## src/rtl/clock_div_mon.sv

```systemverilog
// -----------------------------------------------------------------------------
// clock_div_mon
//
// Measures a divided clock (mon_in) against the ratio it is supposed to have.
// mon_in is treated purely as data: it is synchronised into the clk domain,
// edge-detected, and the clk cycles of one full period and of its high phase
// are counted. The result is compared against the expected ratio N_exp that
// was latched when the measurement was armed.
//
// Parameters
//   SIZE   width of N_exp (matches the divider's N width), must be >= 2
//   CNT_W  width of the measurement counter and results
//
// Ports
//   clk          sampling clock (the divider's source clock)
//   reset_n      asynchronous active-low reset
//   mon_in       divided clock under test, asynchronous to clk
//   N_exp        expected divide ratio, latched at arm time
//   enable       1 runs measurements, 0 aborts and idles
//   meas_ack     consumer acknowledge, only acted on while meas_valid=1
//   meas_valid   result registers valid, held until acknowledged
//   meas_period  clk cycles between successive mon_in rising edges
//   meas_high    clk cycles from mon_in rising to falling edge
//   mismatch     result disagrees with the latched ratio
//   timeout      no qualifying edge seen within the counter range
//   bypass       N_exp is 0 or 1: the divider passes clk straight through,
//                which this monitor cannot resolve
// -----------------------------------------------------------------------------
module clock_div_mon #(
    parameter int SIZE  = 3,
    parameter int CNT_W = 8
) (
    input  logic             clk,
    input  logic             reset_n,
    input  logic             mon_in,
    input  logic [SIZE-1:0]  N_exp,
    input  logic             enable,
    input  logic             meas_ack,
    output logic             meas_valid,
    output logic [CNT_W-1:0] meas_period,
    output logic [CNT_W-1:0] meas_high,
    output logic             mismatch,
    output logic             timeout,
    output logic             bypass
);

    typedef enum logic [2:0] {
        S_IDLE,
        S_ARM,
        S_HIGH,
        S_LOW,
        S_DONE
    } state_t;

    localparam logic [CNT_W-1:0] CNT_ONES = '1;

    // Comparison width wide enough for both the ratio and the counter, plus a
    // spare bit so the ceil() rounding of the ratio cannot overflow.
    localparam int CMP_W = ((SIZE > CNT_W) ? SIZE : CNT_W) + 1;

    state_t           state;
    logic             s1, s2, q;
    logic [CNT_W-1:0] cnt;
    logic [CNT_W-1:0] high_cap;
    logic [SIZE-1:0]  n_lat;

    logic rise;
    logic fall;
    logic n_measurable;

    // Edge detection on the synchronised copy; q is the previous value of s2.
    assign rise = s2 & ~q;
    assign fall = ~s2 & q;

    // Ratios of 0 and 1 mean the divider is bypassed.
    assign n_measurable = (N_exp[SIZE-1:1] != '0);

    // Saturating increment: the counter parks at all-ones instead of wrapping,
    // so a missing edge is reported as a timeout rather than a bogus short
    // period.
    function automatic logic [CNT_W-1:0] cnt_inc(input logic [CNT_W-1:0] c);
        return (c == CNT_ONES) ? c : c + 1'b1;
    endfunction

    // A measurement matches when the period equals the ratio and the high
    // phase is either floor(n/2) or ceil(n/2), so odd ratios may put the
    // extra cycle in either phase.
    function automatic logic calc_mismatch(
        input logic [CNT_W-1:0] period,
        input logic [CNT_W-1:0] high,
        input logic [SIZE-1:0]  n
    );
        logic [CMP_W-1:0] p_x;
        logic [CMP_W-1:0] h_x;
        logic [CMP_W-1:0] n_x;
        logic [CMP_W-1:0] half_lo;
        logic [CMP_W-1:0] half_hi;
        p_x     = CMP_W'(period);
        h_x     = CMP_W'(high);
        n_x     = CMP_W'(n);
        half_lo = n_x >> 1;
        half_hi = (n_x + CMP_W'(1)) >> 1;
        return (p_x != n_x) || ((h_x != half_lo) && (h_x != half_hi));
    endfunction

    // NOTE: every register here is written with <= so that all of them update
    // from the same pre-edge values; the s1 -> s2 -> q chain only behaves as a
    // shift register because of this.
    always_ff @(posedge clk or negedge reset_n) begin
        if (!reset_n) begin
            state       <= S_IDLE;
            s1          <= 1'b0;
            s2          <= 1'b0;
            q           <= 1'b0;
            cnt         <= '0;
            high_cap    <= '0;
            n_lat       <= '0;
            meas_valid  <= 1'b0;
            meas_period <= '0;
            meas_high   <= '0;
            mismatch    <= 1'b0;
            timeout     <= 1'b0;
            bypass      <= 1'b0;
        end else begin
            // Two-flop synchroniser followed by the edge-history flop.
            s1 <= mon_in;
            s2 <= s1;
            q  <= s2;

            // bypass is only ever raised from IDLE.
            bypass <= 1'b0;

            case (state)
                S_IDLE: begin
                    cnt <= '0;
                    if (enable && n_measurable) begin
                        n_lat <= N_exp;
                        state <= S_ARM;
                    end else begin
                        bypass <= enable;
                    end
                end

                // Waiting for a fresh rising edge; anything seen before arming
                // is ignored so the first period is always complete.
                S_ARM: begin
                    if (!enable) begin
                        cnt   <= '0;
                        state <= S_IDLE;
                    end else if (rise) begin
                        cnt   <= {{(CNT_W-1){1'b0}}, 1'b1};
                        state <= S_HIGH;
                    end else if (cnt == CNT_ONES) begin
                        meas_period <= CNT_ONES;
                        meas_high   <= '0;
                        timeout     <= 1'b1;
                        mismatch    <= 1'b1;
                        meas_valid  <= 1'b1;
                        state       <= S_DONE;
                    end else begin
                        cnt <= cnt_inc(cnt);
                    end
                end

                // cnt started at 1 on the rise, so on the falling edge it
                // already equals the number of high cycles.
                S_HIGH: begin
                    if (!enable) begin
                        cnt   <= '0;
                        state <= S_IDLE;
                    end else if (fall) begin
                        high_cap <= cnt;
                        cnt      <= cnt_inc(cnt);
                        state    <= S_LOW;
                    end else if (cnt == CNT_ONES) begin
                        meas_period <= CNT_ONES;
                        meas_high   <= '0;
                        timeout     <= 1'b1;
                        mismatch    <= 1'b1;
                        meas_valid  <= 1'b1;
                        state       <= S_DONE;
                    end else begin
                        cnt <= cnt_inc(cnt);
                    end
                end

                S_LOW: begin
                    if (!enable) begin
                        cnt   <= '0;
                        state <= S_IDLE;
                    end else if (rise) begin
                        meas_period <= cnt;
                        meas_high   <= high_cap;
                        mismatch    <= calc_mismatch(cnt, high_cap, n_lat);
                        timeout     <= 1'b0;
                        meas_valid  <= 1'b1;
                        state       <= S_DONE;
                    end else if (cnt == CNT_ONES) begin
                        meas_period <= CNT_ONES;
                        meas_high   <= high_cap;
                        timeout     <= 1'b1;
                        mismatch    <= 1'b1;
                        meas_valid  <= 1'b1;
                        state       <= S_DONE;
                    end else begin
                        cnt <= cnt_inc(cnt);
                    end
                end

                // Result frozen until acknowledged; enable=0 here does not
                // discard it. A ratio that became unmeasurable while the
                // result was held is reported via bypass from IDLE.
                S_DONE: begin
                    if (meas_ack) begin
                        meas_valid <= 1'b0;
                        timeout    <= 1'b0;
                        mismatch   <= 1'b0;
                        cnt        <= '0;
                        if (enable && n_measurable) begin
                            n_lat <= N_exp;
                            state <= S_ARM;
                        end else begin
                            state <= S_IDLE;
                        end
                    end
                end

                default: begin
                    cnt   <= '0;
                    state <= S_IDLE;
                end
            endcase
        end
    end

endmodule

```

## config.mk

```make
export PLATFORM = sky130hd
export DESIGN_NAME = clock_div_mon
export DESIGN_NICKNAME = d
export VERILOG_FILES = /design/src/rtl/clock_div_mon.sv
export SDC_FILE = /design/constraint.sdc
export NUM_CORES = 1
export LEC_CHECK = 0
export CAP_MARGIN = 20
export CELL_PAD_IN_SITES_DETAIL_PLACEMENT = 0
export CELL_PAD_IN_SITES_GLOBAL_PLACEMENT = 1
export CORE_ASPECT_RATIO = 0.9
export CORE_MARGIN = 2
export CORE_UTILIZATION = 49
export CTS_BUF_LIST = sky130_fd_sc_hd__clkbuf_8
export DETAILED_ROUTE_END_ITERATION = 8
export PLACE_DENSITY_LB_ADDON = 0.2
export REMOVE_ABC_BUFFERS = 1
export SLEW_MARGIN = 10
export SYNTH_ARGS = -nofsm -noshare
export SYNTH_HDL_FRONTEND = slang
export SYNTH_SLANG_ARGS = --single-unit
```

## constraint.sdc

```tcl
create_clock -name clk -period 2.7 [get_ports clk]
set_input_delay 0.675 -clock clk [delete_from_list [all_inputs] [get_ports clk]]
set_output_delay 0.675 -clock clk [all_outputs]
set_load 0.05 [all_outputs]
```

## After elaboration in Yosys (flattened, before gate mapping)

Index checks and enable logic that the tools add are counted.
W data, S select, Z words.

| cells by class | value |
|---|---|
| add/sub/neg operators | 2 |
| eq/ne operators | 17 |
| mux-type cells | 66 |
| bitwise gates (word level) | 4 |
| reductions and logical operators | 15 |

Operators with widths:

| cell | count |
|---|---|
| $mux W8 | 22 |
| $pmux W8 S3 | 2 |
| $mux W3 | 11 |
| $pmux W8 S4 | 1 |
| $mux W1 | 25 |
| $ne A8 B3 Y1 | 2 |
| $pmux W3 S5 | 1 |
| $ne A2 B2 Y1 const B | 7 |
| $reduce_and A7 Y1 | 2 |
| $pmux W1 S4 | 3 |
| $add A8 B1 Y8 const B | 1 |
| $eq A8 B8 Y1 const B | 1 |
| $ne A8 B2 Y1 | 1 |
| $eq A3 B2 Y1 const B | 2 |
| $ne A3 B3 Y1 const B | 2 |
| $pmux W3 S2 | 1 |
| $reduce_and A2 Y1 | 3 |
| $reduce_and A6 Y1 | 1 |
| $add A3 B1 Y4 const B | 1 |
| $reduce_bool A2 Y1 | 2 |
| $reduce_bool A4 Y1 | 1 |
| $eq A3 B1 Y1 const B | 1 |
| $eq A3 B3 Y1 const B | 1 |
| $logic_not A3 Y1 | 1 |
| other kinds (6) | 9 |

| word-level totals | value |
|---|---|
| flip-flop bits (word level) | 45 |
| input port bits | 8 |
| output and inout bits | 20 |
| word-level logic and storage cells | 117 |

## Depth between registers and ports, before layout

| depth | value |
|---|---|
| depth after elaboration | 7 |
| mapped depth | 7 |
| mapped depth without buffers | 6 |

## Worst setup path before layout

OpenSTA, ideal clock, no wires.

| timing | value |
|---|---|
| path type | input to register |
| start | in enable |
| end | reg meas_high[0] |
| library setup time | 0.127 ns |
| data arrival time | 1.630 ns |
| required time | 2.573 ns |
| slack | 0.943 ns |
| stages | 5 |
| path buffers | 1 |
| cell sequence | nand2b_1 -> nor3_2 -> o31a_1 -> buf_6 -> mux2_1 |

| between the ends | value |
|---|---|
| longest elaborated chain between the ends | 2 |
| elaborated cells between the ends (all ways) | 4 |
| classes of those cells | eq/ne (3); reduce/logical (1) |

RTL lines:

| element | line | RTL |
|---|---|---|
| from (decl) | 37 | `input logic enable,` |
| $ne A2 B2 Y1 (no source line) | n/a |  |
| $reduce_and A7 Y1 (no source line) (*) | n/a |  |
| to (signal assigned) | 193 | `meas_high <= high_cap;` |
| to (signal assigned) | 200 | `meas_high <= high_cap;` |
| to (decl) | 41 | `output logic [CNT_W-1:0] meas_high,` |

Every way passes the cells marked *; elsewhere a longest branch is shown, timed or not.
A chain may end at the register's enable or synchronous reset.

## Worst setup path in the final report

| timing | value |
|---|---|
| start | in enable |
| end | reg meas_high[2] |

Same word-level chain as after synthesis.

==> flow_summary.yaml <==
outcome:
  outcome: "completed"
route:
  vias_per_cell: 5.54
  dr_total_vias: 1563
  dr.pass1.iters: 4
  drt_wl_total_um: 4410
  drt_drc_violations_left: 0
  postRouteAntennaNets: 0
  average_detailed_routed_wire_length_per_instance_um: 15.6
  dr.first_iter.drc_count: 80
hold_path:
  min_delay_worst_type: "input port to asynchronous set/reset pin"
global_route:
  grt_use_met1: 0.303
  global_route_wire_length_before_repair_um: 7730
  pin_count_of_the_biggest_net_entering_global_routing: 23
  grt-busiest-layer: "met1"
  gr-usage-met3: 0.0403
  antenna_found_initial: 0
  via_count_of_the_first_global_routing_pass: 1567
  grt_overflow: 0
  m2_gr_usage: 0.294
  grt.total_usage: 0.201
job:
  timing.max_cap.violations: 0
die:
  floorplan.die_area_sq_um: 5060
  core-area_sq_um: 4400
  initial_utilization: 0.501
  placement_rows: 23
  dieWidth_um: 74.7
  floorplan.io_pins: 28
  dieHeight_um: 67.7
pwr:
  worst_ir_drop_vdd_mv: 0.413
  powerDensity_nw_per_um2: 480
  totalPowerFinal_mw: 1.25
  leakage_nw: 1.19
clock_network:
  clockRootBuffer: "clkbuf_8"
  tritoncts_num_sinks: 45
  cts_resized: 0
  cts_made_buffers: 5
  cts_htree_levels: 2
  clk_latency_ns: 0.29
  holdBufCountCts: 0
  cts_buffer_depth: 2
  clkTransAtPathRegs_ns: 0.07
  cts_tree: "built"
  post_cts_setup_repair_buffer_count: 0
synth:
  main_combinational_cell_family_by_area_after_synthesis: "simple AND/OR/NAND/NOR gates"
  post-synth-top-count-cell: "dfrtp_1"
  syn_avg_cell_area_sq_um: 11.6
  synth_cell_type_count: 48
  ys.warnings.count: 0
  yosysTopAreaCellShare: 0.510
  synthTopCellsByCount: "dfrtp_1, mux2_1, nor2_1, o22a_1, and3_1"
  synthSimpleGateAreaFrac: 0.181
  synth_top_area_cell: "dfrtp_1"
  synthTopCellsByArea: "dfrtp_1, mux2_1, o22a_1"
  synth-compound-area-share: 0.120
  yosys.area_share.xor_xnor: 0.0437
  synth-main-ff-cell: "dfrtp_1"
  muxShareOfSynthArea: 0.0964
  postSynthCellCount: 190
  async_flop_share: 1.00
  mappedNetlistArea_sq_um: 2210
  flip_flop_and_latch_count_after_synthesis: 45
  synth_adder_area_share: 0.0113
  yosysSeqAreaShare: 0.510
  count_of_flip_flops_with_a_built_in_enable_after_synthesis: 0
critical_path:
  worst_path_arrival_time_ns: 2.46
  worst-path-max-fanout: 9
  worst-setup-path-type: "input port to register"
  cp_data_required_time_ns: 2.87
  critical_path.reg2reg.startpoint: "state[0]"
  worst_setup_path_end_kind: "register"
  worstSetupStartpoint: "enable"
  critical_path.startpoint_type: "input port"
timing:
  rsz_0062_raised_after_global_routing: "false"
  maxSlewViolCount: 0
  tightest_slew_ns: 0.599
  post-route-worst-setup-slack_ns: 0.407
  final_min_period_over_clock_period: 0.849
  finalCriticalPeriod_ns: 2.29
  hold_viol_final: 0
  timing.setup.tns_ns: 0
  count_of_endpoints_failing_setup_in_the_final_report: 0
  timing.fmax_mhz: 436
  timing.hold.ws_ns: 0.171
  clock-skew-final_ns: 0.00701
  relSlewSlack: 0.601
place:
  globalplace.congestion: 0.894
  placed_area_sq_um: 2530
  place_hpwl_um: 3180
  place.detailed.instances: 274
  place_ws_ns: 0.139
  place.port_buffers: 27
layout:
  post-route-util: 0.592
  stdcell_area_sq_um: 2610
  layout-drive-gt1-share: 0.0955
  layout.nets: 229
  instances_no_fill: 282
  antennaDiodeCount: 0
  syn_to_final_growth_pct: 18.1
==> final timing paths <==
check / to / slack (ns) / cells after the start
worst max-delay path: meas_high[2] / 0.41 / 5
worst min-delay path: meas_high[4] / 0.17 / 1
worst max register to register: meas_high[2] / 0.51 / 4
worst min register to register: s2 / 0.36 / 0
max in group asynchronous: bypass / 2.06 / 2
min in group clk: s2 / 0.36 / 0
==> state kept, by name, summed over array words and instances (netlist names) <==
| signal | cells |
|---|---|
| s2 | 1 |
| meas_valid | 1 |
| bypass | 1 |
| timeout | 1 |
| meas_period | 8 |
| q | 1 |
| state | 3 |
| high_cap | 8 |
| s1 | 1 |
| n_lat | 3 |
| meas_high | 8 |
| cnt | 8 |
| mismatch | 1 |
==> cell type report <==
cell class                      count  area, sq um
Fill cell                         370         1800
Sequential cell                    45         1130
Clock buffer                        5         68.8
Inverter                            2         7.51
Timing Repair Buffer               34          318
Multi-Input combinational cell    131          998
Clock inverter                      3         11.3
Tap cell                           62         77.6
==> layer usage <==
metal  up-vias  part of all wire  wire length (um)
met2        38              0.47              2080
met1       778              0.48              2130
met4         0            0.0088                39
li1        743                 -                 -
met3         4             0.036               161
met5         -                 0                 0
==> critical path, cell delays in order <==
cell	delay, ns
clkdlybuf4s50_1	0.52
nand2b_1	0.11
nor3_2	0.29
o31a_1	0.48
mux2_1	0.38
==> cell usage in the layout, fill, tap and decap left out, drive strengths merged, types with 2 or more instances in the layout <==
master,netlist,layout
nand3b,2,2
o22a,10,10
dfrtp,45,45
clkbuf,4,5
a211oi,2,2
nor2b,2,2
o21ai,2,2
ha,2,2
nor2,14,14
or2,3,3
nand2,7,7
nand4,4,4
xnor2,6,6
nor4b,2,2
a21oi,8,8
mux2,18,18
inv,2,5
nand3,5,5
nor4,3,3
nand2b,2,2
xor2,5,5
and3,9,9
buf,8,8
a311oi,2,2
nor3,7,7
nor3b,3,3
clkdlybuf4s50,0,26
==> power breakdown <==
| part | switching [mW] | total [mW] | internal [mW] |
|---|---|---|---|
| Clock | 0.209 | 0.382 | 0.173 |
| Sequential | 0.0358 | 0.727 | 0.691 |
| Combinational | 0.0778 | 0.141 | 0.0635 |
==> cell families (layout without fill, tap and decap cells) <==
logic type	Yosys count	after routing
compound gates	34	34
xor+xnor	11	11
fa+ha+maj	2	2
buf+inv	14	44
flops	45	45
mux	19	19
simple gates	65	65
No activity file was read; power rests on OpenSTA's default activity.
